## src/rtl/cpc_ram_bank_ctrl_if.sv

```systemverilog
// CPC edge-connector bus signals seen by the RAM bank controller.
// master = CPU/bus side, slave = bank controller.
`timescale 1ns/1ps
interface cpc_ram_bank_ctrl_if;
  logic       A15;
  logic       A14;
  logic [7:0] D;
  logic       IOREQ_B;
  logic       WR_B;
  logic       RD_B;
  logic       MREQ_B;
  logic       RAMDIS;
  logic       ramcs_b;
  logic [4:0] ramadrhi;
  logic [5:0] bank_q;
  logic [7:0] d_out;
  logic       d_oe;

  modport master (
    output A15, A14, D, IOREQ_B, WR_B, RD_B, MREQ_B,
    input  RAMDIS, ramcs_b, ramadrhi, bank_q, d_out, d_oe
  );

  modport slave (
    input  A15, A14, D, IOREQ_B, WR_B, RD_B, MREQ_B,
    output RAMDIS, ramcs_b, ramadrhi, bank_q, d_out, d_oe
  );
endinterface

```

## src/rtl/cpc_ram_bank_ctrl.sv

```systemverilog
// CPC 6128-style RAM banking: filtered gate-array write capture, bank register, mode decode.
// Optional readback of the bank register via macro CPC_RAM_READBACK_EN.
`timescale 1ns/1ps
module cpc_ram_bank_ctrl #(
  parameter int FILTER_CYC = 2
) (
  input logic                   CLK,
  input logic                   RESET_B,
  cpc_ram_bank_ctrl_if.slave    bus
);

  typedef enum logic [1:0] {ST_IDLE, ST_ARM, ST_HOLD} state_t;

  localparam logic [1:0] ARM_LAST = 2'((FILTER_CYC >= 2) ? (FILTER_CYC - 2) : 0);

  state_t     state_q, state_d;
  logic [1:0] arm_cnt_q, arm_cnt_d;
  logic [7:0] cap_q, cap_d;
  logic       cap_a15_q, cap_a15_d;
  logic       pend_q, pend_d;
  logic [5:0] pend_val_q, pend_val_d;
  logic [5:0] bank_q, bank_d;
  logic       iow;
  logic       commit;

  assign iow = !bus.IOREQ_B && !bus.WR_B;

  always_ff @(posedge CLK or negedge RESET_B) begin
    if (!RESET_B) begin
      state_q    <= ST_IDLE;
      arm_cnt_q  <= '0;
      cap_q      <= '0;
      cap_a15_q  <= 1'b0;
      pend_q     <= 1'b0;
      pend_val_q <= '0;
      bank_q     <= '0;
    end else begin
      state_q    <= state_d;
      arm_cnt_q  <= arm_cnt_d;
      cap_q      <= cap_d;
      cap_a15_q  <= cap_a15_d;
      pend_q     <= pend_d;
      pend_val_q <= pend_val_d;
      bank_q     <= bank_d;
    end
  end

  always_comb begin
    state_d    = state_q;
    arm_cnt_d  = arm_cnt_q;
    cap_d      = cap_q;
    cap_a15_d  = cap_a15_q;
    pend_d     = pend_q;
    pend_val_d = pend_val_q;
    bank_d     = bank_q;
    commit     = 1'b0;

    case (state_q)
      ST_IDLE: begin
        if (iow && !bus.A15) begin
          cap_d     = bus.D;
          cap_a15_d = 1'b0;
          arm_cnt_d = '0;
          state_d   = (FILTER_CYC <= 1) ? ST_HOLD : ST_ARM;
        end
      end
      ST_ARM: begin
        if (iow) begin
          cap_d = bus.D;
          if (arm_cnt_q >= ARM_LAST) begin
            state_d = ST_HOLD;
          end else begin
            arm_cnt_d = arm_cnt_q + 2'd1;
          end
        end else begin
          state_d = ST_IDLE;
        end
      end
      ST_HOLD: begin
        if (iow) begin
          cap_d     = bus.D;
          cap_a15_d = bus.A15;
        end else begin
          state_d = ST_IDLE;
          commit  = (cap_q[7:6] == 2'b11) && !cap_a15_q;
        end
      end
      default: state_d = ST_IDLE;
    endcase

    // A commit during a memory cycle is parked so the mapping never changes mid-access;
    // a later commit simply replaces the parked value.
    if (commit) begin
      if (!bus.MREQ_B) begin
        pend_d     = 1'b1;
        pend_val_d = cap_q[5:0];
      end else begin
        bank_d = cap_q[5:0];
        pend_d = 1'b0;
      end
    end else if (pend_q && bus.MREQ_B) begin
      bank_d = pend_val_q;
      pend_d = 1'b0;
    end
  end

  logic [2:0] mode;
  logic [2:0] blk;
  logic [1:0] win;
  logic [1:0] page;
  logic       ext;

  always_comb begin
    mode = bank_q[2:0];
    blk  = bank_q[5:3];
    win  = {bus.A15, bus.A14};
    ext  = 1'b0;
    page = '0;
    case (mode)
      3'd0: ext = 1'b0;
      3'd1, 3'd3: begin
        ext  = (win == 2'd3);
        page = 2'd3;
      end
      3'd2: begin
        ext  = 1'b1;
        page = win;
      end
      default: begin
        ext  = (win == 2'd1);
        page = 2'(mode - 3'd4);
      end
    endcase
  end

  assign bus.RAMDIS   = ext;
  assign bus.ramcs_b  = !(ext && !bus.MREQ_B);
  assign bus.ramadrhi = ext ? {blk, page} : 5'b00000;
  assign bus.bank_q   = bank_q;

`ifdef CPC_RAM_READBACK_EN
  logic [7:0] d_out_q, d_out_d;

  always_comb begin
    d_out_d = {2'b11, bank_q};
  end

  always_ff @(posedge CLK or negedge RESET_B) begin
    if (!RESET_B) begin
      d_out_q <= '0;
    end else begin
      d_out_q <= d_out_d;
    end
  end

  assign bus.d_out = d_out_q;
  assign bus.d_oe  = !bus.IOREQ_B && !bus.RD_B && !bus.A15;
`else
  logic unused_rd_b;
  assign unused_rd_b = bus.RD_B;
  assign bus.d_out   = '0;
  assign bus.d_oe    = 1'b0;
`endif

endmodule

```

## src/flat_wrapper.sv

```systemverilog
// flat-port wrapper written by rule: the top's interface ports become plain ports
module cpc_ram_bank_ctrl_flat 
#(
  parameter int FILTER_CYC = 2
)
  (CLK, RESET_B, bus_A15, bus_A14, bus_D, bus_IOREQ_B, bus_WR_B, bus_RD_B, bus_MREQ_B, bus_RAMDIS, bus_ramcs_b, bus_ramadrhi, bus_bank_q, bus_d_out, bus_d_oe);
  cpc_ram_bank_ctrl_if bus_i ();
  input logic CLK;
  input logic RESET_B;
  input wire logic [$bits(bus_i.A15)-1:0] bus_A15;
  input wire logic [$bits(bus_i.A14)-1:0] bus_A14;
  input wire logic [$bits(bus_i.D)-1:0] bus_D;
  input wire logic [$bits(bus_i.IOREQ_B)-1:0] bus_IOREQ_B;
  input wire logic [$bits(bus_i.WR_B)-1:0] bus_WR_B;
  input wire logic [$bits(bus_i.RD_B)-1:0] bus_RD_B;
  input wire logic [$bits(bus_i.MREQ_B)-1:0] bus_MREQ_B;
  output wire logic [$bits(bus_i.RAMDIS)-1:0] bus_RAMDIS;
  output wire logic [$bits(bus_i.ramcs_b)-1:0] bus_ramcs_b;
  output wire logic [$bits(bus_i.ramadrhi)-1:0] bus_ramadrhi;
  output wire logic [$bits(bus_i.bank_q)-1:0] bus_bank_q;
  output wire logic [$bits(bus_i.d_out)-1:0] bus_d_out;
  output wire logic [$bits(bus_i.d_oe)-1:0] bus_d_oe;
  assign bus_i.A15 = bus_A15;
  assign bus_i.A14 = bus_A14;
  assign bus_i.D = bus_D;
  assign bus_i.IOREQ_B = bus_IOREQ_B;
  assign bus_i.WR_B = bus_WR_B;
  assign bus_i.RD_B = bus_RD_B;
  assign bus_i.MREQ_B = bus_MREQ_B;
  assign bus_RAMDIS = bus_i.RAMDIS;
  assign bus_ramcs_b = bus_i.ramcs_b;
  assign bus_ramadrhi = bus_i.ramadrhi;
  assign bus_bank_q = bus_i.bank_q;
  assign bus_d_out = bus_i.d_out;
  assign bus_d_oe = bus_i.d_oe;
  cpc_ram_bank_ctrl #(.FILTER_CYC(FILTER_CYC)) u_core (.CLK(CLK), .RESET_B(RESET_B), .bus(bus_i));
endmodule
```

## config.mk

```make
export PLATFORM = sky130hd
export DESIGN_NAME = cpc_ram_bank_ctrl_flat
export DESIGN_NICKNAME = d
export VERILOG_FILES = /design/src/rtl/cpc_ram_bank_ctrl_if.sv /design/src/rtl/cpc_ram_bank_ctrl.sv /design/src/flat_wrapper.sv
export SDC_FILE = /design/constraint.sdc
export NUM_CORES = 1
export LEC_CHECK = 0
export ABC_AREA = 1
export BUFFER_PORTS_ARGS = -buffer_cell sky130_fd_sc_hd__buf_2
export CORE_ASPECT_RATIO = 0.75
export CORE_UTILIZATION = 49
export DETAILED_ROUTE_END_ITERATION = 10
export MAX_ROUTING_LAYER = met4
export PLACE_DENSITY = 0.82
export SLEW_MARGIN = 5
export SYNTH_ARGS = -nofsm -noshare
export SYNTH_HDL_FRONTEND = slang
export SYNTH_SLANG_ARGS = --single-unit
```

## constraint.sdc

```tcl
create_clock -name CLK -period 2.1 [get_ports CLK]
set_input_delay 0.42 -clock CLK [delete_from_list [all_inputs] [get_ports CLK]]
set_output_delay 0.42 -clock CLK [all_outputs]
set_load 0.02 [all_outputs]
```

==> impl_metrics.toml <==
[floorplanning]
initial_utilization_pct = 52.6
die_outline_area_sq_mm = 0.00306
dieHeight_um = 48.1
placement_rows = 16
core_sq_mm = 0.00264
io-pin-count = 38
die_width_um = 63.5

[logic_synthesis]
ys.warnings.count = 0
post_synth_fa_ha_maj_area_fraction_pct = 3.60
synth_top_flop_cell = "sky130_fd_sc_hd__dfrtp_1"
yosys-mux-area-fraction_pct = 0
post-synth-top-count-cell = "sky130_fd_sc_hd__nand2_1"
synth_top_area_cell = "sky130_fd_sc_hd__dfrtp_1"
number_of_enable_flip_flop_cells_after_synthesis = 0
synth_compound_area_share_pct = 6.57
synth_simple_gate_area_share_pct = 35.9
synth_top_family_by_area = "simple AND/OR/NAND/NOR gates"
post-synth-top-area-fraction_pct = 43.2
synthDistinctLibCells = 21
synth_xor_area_share_pct = 0
postSynth.asyncResetShare_pct = 100
cells_after_synthesis = 177
synth.avg_cell_area_sq_um = 7.85
yosys-top-cells-count = "70 x sky130_fd_sc_hd__nand2_1, 24 x sky130_fd_sc_hd__dfrtp_1, 24 x sky130_fd_sc_hd__nand3_1"
biggest_area_contributors_in_the_synthesized_netlist = "sky130_fd_sc_hd__dfrtp_1 43%, sky130_fd_sc_hd__nand2_1 19%, sky130_fd_sc_hd__nand3_1 8.6%, sky130_fd_sc_hd__buf_4 4.9%, sky130_fd_sc_hd__ha_1 3.6%"
yosysSeqAreaShare_pct = 43.2
ys_ff_latch = 24
post_synth_instance_area_sq_mm = 0.00139

[final_layout]
layout_cells_sized_above_1_pct = 21.6
design_area_sq_mm = 0.00158
number_of_filler_instances_in_the_final_layout = 247
area_growth_pct = 13.9
num-nets-final = 225
num_antenna_cells = 0
final_util_pct = 59.9

[pwr]
cellPowerDensity_mw_per_mm2 = 952
ir_drop_v = 0.000757
p_total_mw = 1.51
power_leakage_nw = 0.896

[routing]
dr.first_iter.drc_count = 30
postRouteAntennaNets = 0
drt_pass1_iterations = 4
drc_errors = 0
avgRoutedWirePerCell_um = 9.72
viasPerCell = 4.64
detailroute.via_count = 1113
drt-total-wl_um = 2330

[clock_network]
register_clock_pin_slew_on_the_reported_worst_setup_and_hold_paths_ps = 80
cts-buffers-inserted = 3
cts-root-to-sink-buffers = 2
ctsHtreeMaxLevel = 1
insertion_delay_ps = 270
cts.sink_count = 24
post_cts_resized = 0
tritoncts = "done"
cell_at_the_root_of_the_clock_tree = "sky130_fd_sc_hd__clkbuf_8"
post_cts_hold_buffer_count = 0
cts_setup_buffers = 0

[worst_setup_path]
critPathLaunchType = "flip-flop"
critical_path.max_stage_delay_ps = 400
ff2ff_setup_slack_ps = 520
path_class = "flip-flop to primary output"
worst-endpoint-required_ps = 1680
crit_path_max_fanout = 6
crit_slowest_cell = "sky130_fd_sc_hd__dfrtp_1"
worst_path_most_repeated_cell = "sky130_fd_sc_hd__nand2_1"
timing.critical_path.to_type = "primary output"
critical_path.cell_chain = "inv_1 > nand2_1 > nand2_1 > nand3_1 > a22oi_1 > buf_2"
timing.critical_path.arrival_ps = 1430

[global_routing]
gr-total-overflow = 0
grt_start_max_net_pins = 25
gr-usage-all-layers_pct = 18.2
grt_first_pass_wirelength_um = 4020
number_of_antenna_violations_at_the_first_check_in_global_routing = 0
first_global_vias = 904

[sta]
max_transition_margin_pct = 62.8
report.final.hold_viol_count = 0
worst-slew-pin-transition_ps = 558
layout_min_cycle_time_ps = 1850
skew_ps = 2.29
final-max-slew-violation-count = 0
finalCritPeriodShare_pct = 88.3
worst_hold_slack_ps = 118
setup_viol = 0
fmaxAchievable_mhz = 539
finalSetupTns_ps = 0
rsz0062_at_grt = "false"

[place]
gp_congestion = 0.809
dp.final_hpwl_um = 1830
detailed_place.area_sq_mm = 0.00151
io_buffers = 27

[job]
max-cap-violations = 0

[status]
run_status = "finished clean"

[min_path]
holdCritPathClass = "input pin to asynchronous set/reset pin"
## metrics by stage
step | std cells | setup slack [ps]
after floorplan | 185 | 345
after detailed placement | 236 | 478
after CTS | 240 | 255
after global routing | 240 | 149
after global placement | 236 | 494
final | 240 | 246
## worst paths after layout
| kind | startpoint | end | depth (start not counted) |
|---|---|---|---|
| max | u_core.bus.bank_q[2]$_DFFE_PN0P_ | bus_ramadrhi[1] | 6 |
| min | RESET_B | u_core.bus.bank_q[1]$_DFFE_PN0P_ | 1 |
| max reg2reg | u_core.state_q[0]$_DFFE_PN0P_ | u_core.bus.bank_q[0]$_DFFE_PN0P_ | 9 |
| min reg2reg | u_core.cap_q[6]$_DFFE_PN0P_ | u_core.cap_q[6]$_DFFE_PN0P_ | 2 |
| max in group asynchronous | RESET_B | u_core.cap_q[6]$_DFFE_PN0P_ | 1 |
| min in group CLK | bus_D[4] | u_core.cap_q[4]$_DFFE_PN0P_ | 3 |
## flip-flops by register name (all words and copies together), names as in the netlist
signal	flops
u_core.pend_q	1
u_core.bus.bank_q	6
u_core.cap_a15_q	1
u_core.pend_val_q	6
u_core.cap_q	8
u_core.state_q	2
## power breakdown
| part | switching [mW] | internal [mW] | leakage (nW) | total (mW) |
|---|---|---|---|---|
| registers | 0.0940 | 0.583 | 0.321 | 0.677 |
| clock network | 0.145 | 0.255 | 0.0357 | 0.400 |
| logic | 0.290 | 0.141 | 0.539 | 0.431 |
| total | 0.529 | 0.979 | 0.896 | 1.51 |
## kinds of logic (layout without fill, tap and decap cells)
logic type	after synthesis	after routing
and+or+nand+nor	105	105
buffers and inverters	27	46
DFF	24	24
AOI/OAI and AO/OA	16	16
adders and majority gates	4	4
other	1	9
## final cells by class
class                      count  area [sq um]  area share (%)
clock buffer                   3          41.3            2.61
clock inverter                 1          30.0            1.90
inverter                      15          56.3            3.56
multi-input combinational    134           674            42.6
sequential                    24           601            37.9
tap                           36          45.0            2.85
timing repair buffer          27           135            8.54
## worst max-delay path: cells and delay by family, from the launching register on
family | cells | cell delay (ps)
AO/OA/AOI/OAI | 1 | 190
buffers and inverters | 2 | 280
flip-flops | 1 | 400
AND/OR/NAND/NOR | 3 | 290
## cells in the final DEF (no fill, tap or decap), types with 3 or more instances in the layout
cell type,instances
sky130_fd_sc_hd__dfrtp_1,24
sky130_fd_sc_hd__buf_2,27
sky130_fd_sc_hd__conb_1,9
sky130_fd_sc_hd__nand3_1,24
sky130_fd_sc_hd__clkbuf_8,3
sky130_fd_sc_hd__o21ai_0,3
sky130_fd_sc_hd__a21boi_0,3
sky130_fd_sc_hd__ha_1,4
sky130_fd_sc_hd__nand2_1,70
sky130_fd_sc_hd__o21ai_1,6
sky130_fd_sc_hd__inv_1,13
sky130_fd_sc_hd__nor2_4,3
## metal layers
metal / share of wire (%) / GRT usage (%) / up-vias / wire (um)
met3: 6.0 / 4.44 / 4 / 141
met5: 0 / - / - / 0
met4: 0.99 / 5.45 / 0 / 23
li1: - / - / 601 / -
met2: 40 / 27.7 / 36 / 926
met1: 53 / 24.4 / 472 / 1240
(Power assumes the default switching activity.)
